--- src/rtl/i2c_pkg.sv ---
// Shared I2C definitions: controller state encoding, bit-cell quarter-phases
// and address width, used by both the master controller and the slave.
package i2c_pkg;

  localparam int I2C_ADDR_W = 7;

  typedef enum logic [3:0] {
    IDLE,
    START,
    ADDR,
    ADDR_ACK,
    WRITE,
    WRITE_ACK,
    READ,
    READ_ACK,
    STOP,
    DONE
  } stateT;

  typedef enum logic [1:0] {
    PH0,
    PH1,
    PH2,
    PH3
  } phaseT;

  // Every state between accept and the completion pulse holds the bus.
  function automatic logic isBusyState(input stateT s);
    return (s != IDLE) && (s != DONE);
  endfunction

endpackage

--- src/rtl/i2c_master_ctrl_if.sv ---
// Host handshake plus I2C bus lines of the master controller; the master
// modport is the controller, the slave modport is the host/bus side.
interface i2c_master_ctrl_if;
  import i2c_pkg::*;

  logic                  iStart;
  logic                  iRW;
  logic [I2C_ADDR_W-1:0] iAddr;
  logic [7:0]            iData;
  logic                  iSDA;
  logic                  SCL;
  logic                  oSDA;
  logic [7:0]            oData;
  logic                  oBusy;
  logic                  oDone;
  logic                  oAckErr;

  modport master (
    input  iStart, iRW, iAddr, iData, iSDA,
    output SCL, oSDA, oData, oBusy, oDone, oAckErr
  );

  modport slave (
    output iStart, iRW, iAddr, iData, iSDA,
    input  SCL, oSDA, oData, oBusy, oDone, oAckErr
  );

endinterface

--- src/rtl/i2c_tick_gen.sv ---
// Quarter-phase divider: CLK_DIV cycles per phase, four phases per bit cell.
// Parked at phase 0 / count 0 whenever the controller is idle.
module i2c_tick_gen
  import i2c_pkg::*;
#(
  parameter int CLK_DIV = 4
) (
  input  logic  CLK,
  input  logic  Reset,
  input  logic  busy,
  output phaseT phase,
  output logic  phaseEnd
);

  localparam int               CNT_W = (CLK_DIV > 1) ? $clog2(CLK_DIV) : 1;
  localparam logic [CNT_W-1:0] LAST  = CNT_W'(CLK_DIV - 1);

  logic [CNT_W-1:0] count;

  assign phaseEnd = busy && (count == LAST);

  // NOTE: non-blocking (<=) so every flop samples pre-edge values no matter
  // how the statements are ordered.
  always_ff @(posedge CLK) begin
    if (Reset || !busy) begin
      count <= '0;
      phase <= PH0;
    end else if (phaseEnd) begin
      count <= '0;
      phase <= phaseT'(phase + 2'd1);
    end else begin
      count <= count + 1'b1;
    end
  end

endmodule

--- src/rtl/i2c_master_ctrl.sv ---
// Single-master I2C initiator for one-byte write/read transfers to a 7-bit
// slave address, with a start/busy/done host handshake.
module i2c_master_ctrl
  import i2c_pkg::*;
#(
  parameter int CLK_DIV = 4
) (
  input logic                CLK,
  input logic                Reset,
  i2c_master_ctrl_if.master  bus
);

  stateT                 state, stateD;
  logic [2:0]            bitCnt, bitCntD;
  logic [7:0]            shiftQ, shiftD;
  logic                  rwQ, rwD;
  logic [I2C_ADDR_W-1:0] addrQ, addrD;
  logic [7:0]            dataQ, dataD;
  logic                  sclQ, sclD;
  logic                  sdaQ, sdaD;
  logic [7:0]            dataOutQ, dataOutD;
  logic                  busyQ, busyD;
  logic                  doneQ, doneD;
  logic                  ackErrQ, ackErrD;

  phaseT phase, phaseD;
  logic  phaseEnd;
  logic  cellEnd;
  logic  sampleNow;
  logic  highHalf;

  i2c_tick_gen #(.CLK_DIV(CLK_DIV)) tickGen (
    .CLK      (CLK),
    .Reset    (Reset),
    .busy     (busyQ),
    .phase    (phase),
    .phaseEnd (phaseEnd)
  );

  assign cellEnd   = phaseEnd && (phase == PH3);
  assign sampleNow = phaseEnd && (phase == PH2);

  // Outputs are registered, so they are decoded from the state and phase
  // that will be current after this edge rather than the present ones.
  always_comb begin
    // NOTE: every signal gets a default first, so no path can infer a latch.
    stateD   = state;
    bitCntD  = bitCnt;
    shiftD   = shiftQ;
    rwD      = rwQ;
    addrD    = addrQ;
    dataD    = dataQ;
    dataOutD = dataOutQ;
    ackErrD  = ackErrQ;
    phaseD   = phaseEnd ? phaseT'(phase + 2'd1) : phase;
    sclD     = 1'b1;
    sdaD     = 1'b1;
    highHalf = 1'b0;

    unique case (state)
      IDLE: begin
        if (bus.iStart) begin
          stateD  = START;
          rwD     = bus.iRW;
          addrD   = bus.iAddr;
          dataD   = bus.iData;
          shiftD  = {bus.iAddr, bus.iRW};
          bitCntD = '0;
          ackErrD = 1'b0;
        end
      end
      START: begin
        if (cellEnd) stateD = ADDR;
      end
      ADDR, WRITE: begin
        if (cellEnd) begin
          shiftD  = {shiftQ[6:0], 1'b0};
          bitCntD = bitCnt + 3'd1;
          if (bitCnt == 3'd7) stateD = (state == ADDR) ? ADDR_ACK : WRITE_ACK;
        end
      end
      ADDR_ACK: begin
        if (sampleNow && bus.iSDA) ackErrD = 1'b1;
        // ackErrQ already holds this cell's sample by the time the cell ends.
        if (cellEnd) begin
          if (ackErrQ) begin
            stateD = STOP;
          end else if (rwQ) begin
            stateD = READ;
          end else begin
            stateD = WRITE;
            shiftD = dataQ;
          end
        end
      end
      WRITE_ACK: begin
        if (sampleNow && bus.iSDA) ackErrD = 1'b1;
        if (cellEnd) stateD = STOP;
      end
      READ: begin
        if (sampleNow) shiftD = {shiftQ[6:0], bus.iSDA};
        if (cellEnd) begin
          bitCntD = bitCnt + 3'd1;
          if (bitCnt == 3'd7) stateD = READ_ACK;
        end
      end
      READ_ACK: begin
        if (cellEnd) stateD = STOP;
      end
      STOP: begin
        if (cellEnd) begin
          stateD = DONE;
          if (rwQ && !ackErrQ) dataOutD = shiftQ;
        end
      end
      DONE: begin
        stateD = IDLE;
      end
      default: begin
        stateD = IDLE;
      end
    endcase

    highHalf = (phaseD == PH2) || (phaseD == PH3);

    unique case (stateD)
      START: begin
        sdaD = !highHalf;
      end
      ADDR, WRITE: begin
        sclD = highHalf;
        sdaD = shiftD[7];
      end
      ADDR_ACK, WRITE_ACK, READ, READ_ACK: begin
        sclD = highHalf;
      end
      STOP: begin
        sclD = (phaseD != PH0);
        sdaD = highHalf;
      end
      default: begin
        sclD = 1'b1;
        sdaD = 1'b1;
      end
    endcase
  end

  assign busyD = isBusyState(stateD);
  assign doneD = (stateD == DONE);

  always_ff @(posedge CLK) begin
    if (Reset) begin
      state    <= IDLE;
      bitCnt   <= '0;
      shiftQ   <= '0;
      rwQ      <= 1'b0;
      addrQ    <= '0;
      dataQ    <= '0;
      sclQ     <= 1'b1;
      sdaQ     <= 1'b1;
      dataOutQ <= '0;
      busyQ    <= 1'b0;
      doneQ    <= 1'b0;
      ackErrQ  <= 1'b0;
    end else begin
      state    <= stateD;
      bitCnt   <= bitCntD;
      shiftQ   <= shiftD;
      rwQ      <= rwD;
      addrQ    <= addrD;
      dataQ    <= dataD;
      sclQ     <= sclD;
      sdaQ     <= sdaD;
      dataOutQ <= dataOutD;
      busyQ    <= busyD;
      doneQ    <= doneD;
      ackErrQ  <= ackErrD;
    end
  end

  assign bus.SCL     = sclQ;
  assign bus.oSDA    = sdaQ;
  assign bus.oData   = dataOutQ;
  assign bus.oBusy   = busyQ;
  assign bus.oDone   = doneQ;
  assign bus.oAckErr = ackErrQ;

endmodule

--- src/flat_wrapper.sv ---
// flat-port wrapper written by rule: the top's interface ports become plain ports
module i2c_master_ctrl_flat import i2c_pkg::*;
#(
  parameter int CLK_DIV = 4
)
  (CLK, Reset, bus_iStart, bus_iRW, bus_iAddr, bus_iData, bus_iSDA, bus_SCL, bus_oSDA, bus_oData, bus_oBusy, bus_oDone, bus_oAckErr);
  i2c_master_ctrl_if bus_i ();
  input logic CLK;
  input logic Reset;
  input wire logic [$bits(bus_i.iStart)-1:0] bus_iStart;
  input wire logic [$bits(bus_i.iRW)-1:0] bus_iRW;
  input wire logic [$bits(bus_i.iAddr)-1:0] bus_iAddr;
  input wire logic [$bits(bus_i.iData)-1:0] bus_iData;
  input wire logic [$bits(bus_i.iSDA)-1:0] bus_iSDA;
  output wire logic [$bits(bus_i.SCL)-1:0] bus_SCL;
  output wire logic [$bits(bus_i.oSDA)-1:0] bus_oSDA;
  output wire logic [$bits(bus_i.oData)-1:0] bus_oData;
  output wire logic [$bits(bus_i.oBusy)-1:0] bus_oBusy;
  output wire logic [$bits(bus_i.oDone)-1:0] bus_oDone;
  output wire logic [$bits(bus_i.oAckErr)-1:0] bus_oAckErr;
  assign bus_i.iStart = bus_iStart;
  assign bus_i.iRW = bus_iRW;
  assign bus_i.iAddr = bus_iAddr;
  assign bus_i.iData = bus_iData;
  assign bus_i.iSDA = bus_iSDA;
  assign bus_SCL = bus_i.SCL;
  assign bus_oSDA = bus_i.oSDA;
  assign bus_oData = bus_i.oData;
  assign bus_oBusy = bus_i.oBusy;
  assign bus_oDone = bus_i.oDone;
  assign bus_oAckErr = bus_i.oAckErr;
  i2c_master_ctrl #(.CLK_DIV(CLK_DIV)) u_core (.CLK(CLK), .Reset(Reset), .bus(bus_i));
endmodule
--- config.mk ---
export PLATFORM = sky130hd
export DESIGN_NAME = i2c_master_ctrl_flat
export DESIGN_NICKNAME = d
export VERILOG_FILES = /design/src/rtl/i2c_pkg.sv /design/src/rtl/i2c_master_ctrl_if.sv /design/src/rtl/i2c_tick_gen.sv /design/src/rtl/i2c_master_ctrl.sv /design/src/flat_wrapper.sv
export SDC_FILE = /design/constraint.sdc
export NUM_CORES = 1
export LEC_CHECK = 0
export ABC_CLOCK_PERIOD_IN_PS = 2300
export CAP_MARGIN = 20
export CORE_MARGIN = 5
export CORE_UTILIZATION = 43
export DETAILED_ROUTE_END_ITERATION = 7
export GPL_TIMING_DRIVEN = 0
export PLACE_DENSITY = 0.73
export SYNTH_ARGS = -nofsm -noshare
export SYNTH_HDL_FRONTEND = slang
export SYNTH_HIERARCHICAL = 1
export SYNTH_SLANG_ARGS = --single-unit
--- constraint.sdc ---
create_clock -name CLK -period 2.3 [get_ports CLK]
set_input_delay 0.69 -clock CLK [delete_from_list [all_inputs] [get_ports CLK]]
set_output_delay 0.69 -clock CLK [all_outputs]
set_load 0.01 [all_outputs]
# [Yosys cells after proc, flatten, opt, wreduce, memory -nomap -nowiden]
# Cells that the tools add are included.
# W data, S select, Z words.
[totals] reg_bits=41 inputBits=20 output_inout_bits=13 elab_cells=107
[classes] n_addsub=3 eq_ne=32 muxes=29 n_reduce_logical=29
[op_table] op="$mux W8" n=6
[op_table] op="$mux W4" n=10
[op_table] op="$eq A4 B3 Y1 const B" n=8
[op_table] op="$pmux W8 S4" n=1
[op_table] op="$pmux W4 S7" n=1
[op_table] op="$eq A4 B2 Y1 const B" n=4
[op_table] op="$eq A4 B4 Y1 const B" n=3
[op_table] op="$eq A2 B2 Y1 const B" n=5
[op_table] op="$ne A2 B1 Y1 const B" n=5
[op_table] op="$reduce_or A2 Y1" n=5
[op_table] op="$mux W3" n=3
[op_table] op="$reduce_and A3 Y1" n=3
[op_table] op="$eq A4 B1 Y1 const B" n=2
[op_table] op="$reduce_bool A4 Y1" n=2
[op_table] op="$reduce_and A7 Y1" n=1
[op_table] op="$logic_and A1 B1 Y1" n=6
[op_table] op="$ne A2 B2 Y1 const B" n=3
[op_table] op="$pmux W3 S2" n=1
[op_table] op="$reduce_bool A2 Y1" n=3
[op_table] op="$reduce_or A6 Y1" n=1
[op_table] op="$add A2 B1 Y2 const B" n=2
[op_table] op="$logic_not A4 Y1" n=1
[op_table] op="$mux W2" n=2
[op_table] op="$ne A4 B4 Y1 const B" n=1
[op_table] op="other kinds (9)" n=14

# [Logic depth before layout (Yosys ltp)]
[depth] ltp_word=8 depth_mapped=8 ltp_nobuf=7

# [By module]
# The synthesis kept the hierarchy.
[modules_own_cells] module="i2c_master_ctrl" n_inst=1 cells_each=218 area_per_inst_um2=1904.3 seq_area_each_um2=740.7
[modules_own_cells] module="i2c_tick_gen" n_inst=1 cells_each=14 area_per_inst_um2=161.4 seq_area_each_um2=80.1

# [Least setup slack after synthesis]
# Ideal clock, no wire load.
[synth_timing] kind="flip-flop to flip-flop" startpoint="reg u_core.tickGen.count[0]" endpoint="reg u_core.sdaQ, in the netlist u_core/bus.oSDA" setup_time_ns=0.125 arrival_time_ns=2.026 required_ns=2.175 slack_ns=0.149 path_stages_with_launch=9 path_buffers=1 period_less_slack_ns=2.151 cell_sequence="dfxtp_1 -> ha_1 -> and2_2 -> buf_2 -> nand2_1 -> o31a_4 -> or4_4 -> a21oi_2 -> o221ai_2"
[synth_via] elab_chain_cells=8 elab_cells_between_ends=26 cone_classes="7 x eq/ne; 13 x mux; 6 x reduce/logical"
[synth_rtl] item="start, declared" line="i2c_tick_gen.sv:18" source="logic [CNT_W-1:0] count;"
[synth_rtl] item="start signal, assigned" line="i2c_tick_gen.sv:32" source="count <= count + 1'b1;"
[synth_rtl] item="$eq A2 B2 Y1 *" line="i2c_tick_gen.sv:20" source="assign phaseEnd = busy && (count == LAST);"
[synth_rtl] item="$logic_and A1 B1 Y1 *" line="i2c_tick_gen.sv:20"
[synth_rtl] item="net u_core.phaseEnd" line="i2c_master_ctrl.sv:27" source="logic phaseEnd;"
[synth_rtl] item="$logic_and A1 B1 Y1" line="i2c_master_ctrl.sv:40" source="assign cellEnd = phaseEnd && (phase == PH3);"
[synth_rtl] item="$mux W4 (tied with other cells)" line="i2c_master_ctrl.sv:111" source="if (cellEnd) begin"
[synth_rtl] item="$pmux W4 S7" line="i2c_master_ctrl.sv:60" source="unique case (state)"
[synth_rtl] item="$eq A4 B2 Y1 / $eq A4 B3 Y1 (equally long branches)" line="i2c_master_ctrl.sv:126" source="unique case (stateD)"
[synth_rtl] item="$reduce_or A2 Y1"
[synth_rtl] item="$pmux W1 S3 *" line="i2c_master_ctrl.sv:126"
[synth_rtl] item="end signal, assigned" line="i2c_master_ctrl.sv:160" source="sdaQ <= 1'b1;"
[synth_rtl] item="end signal, assigned" line="i2c_master_ctrl.sv:173" source="sdaQ <= sdaD;"
[synth_rtl] item="end, declared" line="i2c_master_ctrl.sv:20" source="logic sdaQ, sdaD;"
# The timed path passes the listed nets; every way through them passes the cells marked *. The select of a mux whose other input is x is not followed.
# A chain may end at the register's enable or synchronous reset.

# [Worst setup path in the final report]
[layout_timing] startpoint="in bus_iStart" endpoint="reg u_core.sdaQ, in the netlist u_core/bus.oSDA"
[layout_via] elab_chain_cells=5 elab_cells_between_ends=10 cone_classes="4 x eq/ne; 5 x mux; 1 x reduce/logical"
[layout_rtl] item="start, declared" line="flat_wrapper.sv:10" source="input wire logic [$bits(bus_i.iStart)-1:0] bus_iStart;"
[layout_rtl] item="$mux W4" line="i2c_master_ctrl.sv:62" source="if (bus.iStart) begin"
[layout_rtl] item="$pmux W4 S7" line="i2c_master_ctrl.sv:60"
[layout_rtl] item="$eq A4 B2 Y1 / $eq A4 B3 Y1 (equally long branches)" line="i2c_master_ctrl.sv:126"
[layout_rtl] item="$reduce_or A2 Y1"
[layout_rtl] item="$pmux W1 S3 *" line="i2c_master_ctrl.sv:126"
# Every way passes the cells marked *; elsewhere a longest branch is shown, timed or not. The select of a mux whose other input is x is not followed.

==> out/results.ini <==
[setup_path]
startpoint_type = input pin
crit_path_max_fanout = 5
crit_required_ns = 2.48
path_class = in2reg
critPathArrivalTime_ns = 2.44
endpoint_kind = flip-flop
worstRegToRegCells = 8

[floorplanning]
io_pins = 33
die_h_microns = 79.3
die_w_microns = 79.3
placementRows = 25
core_sq_um = 4690
start_util_pct = 44.0
dieArea_sq_um = 6290

[sta]
finalSetupViolCount = 0
post-route-period-util_pct = 98.3
worst_slack_ns = 0.0381
maxSlewHeadroom_pct = 63.4
rsz0062_at_grt = true
period_minus_slack_ns = 2.26
worst_slew_pin_slew_ns = 0.550
drv_slew = 0
hold_viol = 0
max_freq_ghz = 0.442
fin_skew_ns = 0.00484

[pwr]
peakVddDrop_mv = 0.358
power_density_nw_per_um2 = 575
p_leak_nw = 1.11

[route]
drt_first_iter_violations = 88
drt-pass1-iter-count = 4
vias = 1832
detail-route-antenna-nets = 0
wl_microns = 4890
drt-vias-per-instance = 5.59
wire_per_inst_microns = 14.9
drcViolationCount = 0

[logic_synthesis]
synthSimpleGateAreaFrac_pct = 24.9
synthMuxAreaShare_pct = 5.33
syn_inst = 232
synth_fa_ha_area_share_pct = 3.63
ys_ff_latch = 41
synth-xor-area-share_pct = 1.27
synth.area.top_cells = dfxtp_1 40%, nor2_1 5.6%, mux2i_1 5.3%
synth_top_area_share_pct = 39.7
ys_seq_area_share_pct = 39.7
synth-edff-count = 0
synth_top_flop_cell = dfxtp_1
synth_compound_area_share_pct = 21.0
async_flop_share_pct = 0
syn_area_sq_um = 2070
ys_types = 59
ys_warn_count = 6
synth_nets = 258
yosysTopAreaCell = dfxtp_1
synth_top_family_by_area = simple AND/OR/NAND/NOR gates
syn_avg_cell_area_sq_um = 8.90

[placement]
pre_cts_ws_ns = -0.466
dp_cells = 318
hpwl_microns = 3580
globalplace.congestion = 0.891
io_buffers = 32

[clock_tree]
ctsLongestPathBuffers = 2
cts_root_buf = clkbuf_8
htreeDepth = 2
clk_latency_ns = 0.29
cts_sinks = 41
hold_buffers = 0
numCtsBuffers = 5
cts.reportedPaths.clkPinSlew_ns = 0.08
tritoncts = built

[global_route]
antenna_found_initial = 0
grt_pass1_wl_microns = 8160
first_global_vias = 1821
grt.overflow.total = 0
grt.total_usage_pct = 16.1
grt_max_degree = 14

[layout]
drive_above_1_share_pct = 14.2
final_common_cell = dfxtp_1
nets = 299
mostFrequentLayoutCells = 40 x dfxtp_1, 32 x clkdlybuf4s50_1, 30 x nor2_1
synthToLayoutAreaGrowth_pct = 27.8
stdcell_count = 328
antenna_cells = 0

[hold_path]
hold_path_depth = 1
hold_class = reg2reg

[run_status]
status = complete, no violations

[job]
drv_cap = 0

-- where the power goes --
group | internal [W] | leakage, nW | switching (W)
Clock | 0.000353 | 0.0574 | 0.000247
Sequential | 0.000734 | 0.334 | 0.0000200
Combinational | 0.0000810 | 0.717 | 0.0000819
Total | 0.00117 | 1.11 | 0.000349
-- Yosys cell counts, types with 4 or more instances --
cell	count
clkbuf_1	4
ha_1	6
a21oi_1	19
nor3b_1	5
a22o_1	7
inv_1	4
nand2_1	25
mux2i_1	11
a221oi_1	8
dfxtp_1	41
nor2_1	31
buf_2	8
-- worst max-delay path, cell delays in order --
cell and delay (ns):
clkdlybuf4s50_1 0.44, nor3b_2 0.20, a22o_1 0.30, or4_4 0.55
a21oi_2 0.16, o221ai_2 0.09
-- layout make-up --
cell class | count | area (sq um)
buffer | 14 | 72.6
sequential | 41 | 822
tap | 54 | 67.6
inverter | 4 | 15.0
timing repair buffer | 34 | 335
multi-input combinational | 173 | 1210
fill | 427 | 2050
clock inverter | 2 | 37.5
clock buffer | 6 | 82.6
-- state kept, by name, indices dropped and copies added, names as in the netlist, 2 cells and up --
| name | cells |
|---|---|
| u_core/bitCnt | 3 |
| u_core/bus.oData | 8 |
| u_core/dataQ | 8 |
| u_core/shiftQ | 8 |
| u_core/state | 4 |
| u_core/tickGen/count | 2 |
| u_core/tickGen/phase | 2 |
-- timing repair --
action | CTS | global route
setup buffers | 2 | 0
hold endpoints to repair | 0 | 0
resized for setup | 5 | 7
cloned | 0 | 0
setup endpoints to repair | 6 | 5
pin swaps | 2 | 2
-- kinds of logic (layout without fill, tap and decap cells) --
| logic type | count (synthesis) | after routing |
|---|---|---|
| AND/OR/NAND/NOR | 95 | 95 |
| XOR/XNOR | 3 | 3 |
| multiplexers | 11 | 11 |
| buffers and inverters | 18 | 60 |
| AO/OA/AOI/OAI | 58 | 58 |
| flip-flops | 41 | 41 |
| adder cells (fa/ha/maj) | 6 | 6 |
-- per-stage QoR --
step                area, sq um  power [W]  util [%]  hold slack (ns)  setup TNS, ns
floorplan                  2070   0.000857         -            0.405              0
global placement           2450   0.000922      52.3            0.413          -3.02
detailed placement         2450   0.000924      52.3            0.416          -3.25
CTS                        2600    0.00152      55.4            0.434       -0.00836
global route               2640    0.00160      56.3            0.465              0
finish                     2640    0.00152      56.3            0.446              0
-- path summary, 6_finish.rpt --
path / from / end / slack [ns]
hold / removal: u_core/tickGen/count[0] / u_core/tickGen/count[0] / 0.45
setup / recovery: bus_iStart / u_core/bus.oSDA / 0.04
setup reg to reg: u_core/tickGen/count[0] / u_core/bus.oSDA / 0.10
hold reg to reg: u_core/tickGen/count[0] / u_core/tickGen/count[0] / 0.45
-- layer usage --
metal,up-vias,GRT usage (%),part of all wire [%]
met4,0,6.36,1.6
li1,925,-,-
met2,52,24.9,46
met5,-,0,0
met1,847,21.7,48
met3,8,3.51,5.0
Note: power is estimated with default switching activity, not from simulation.
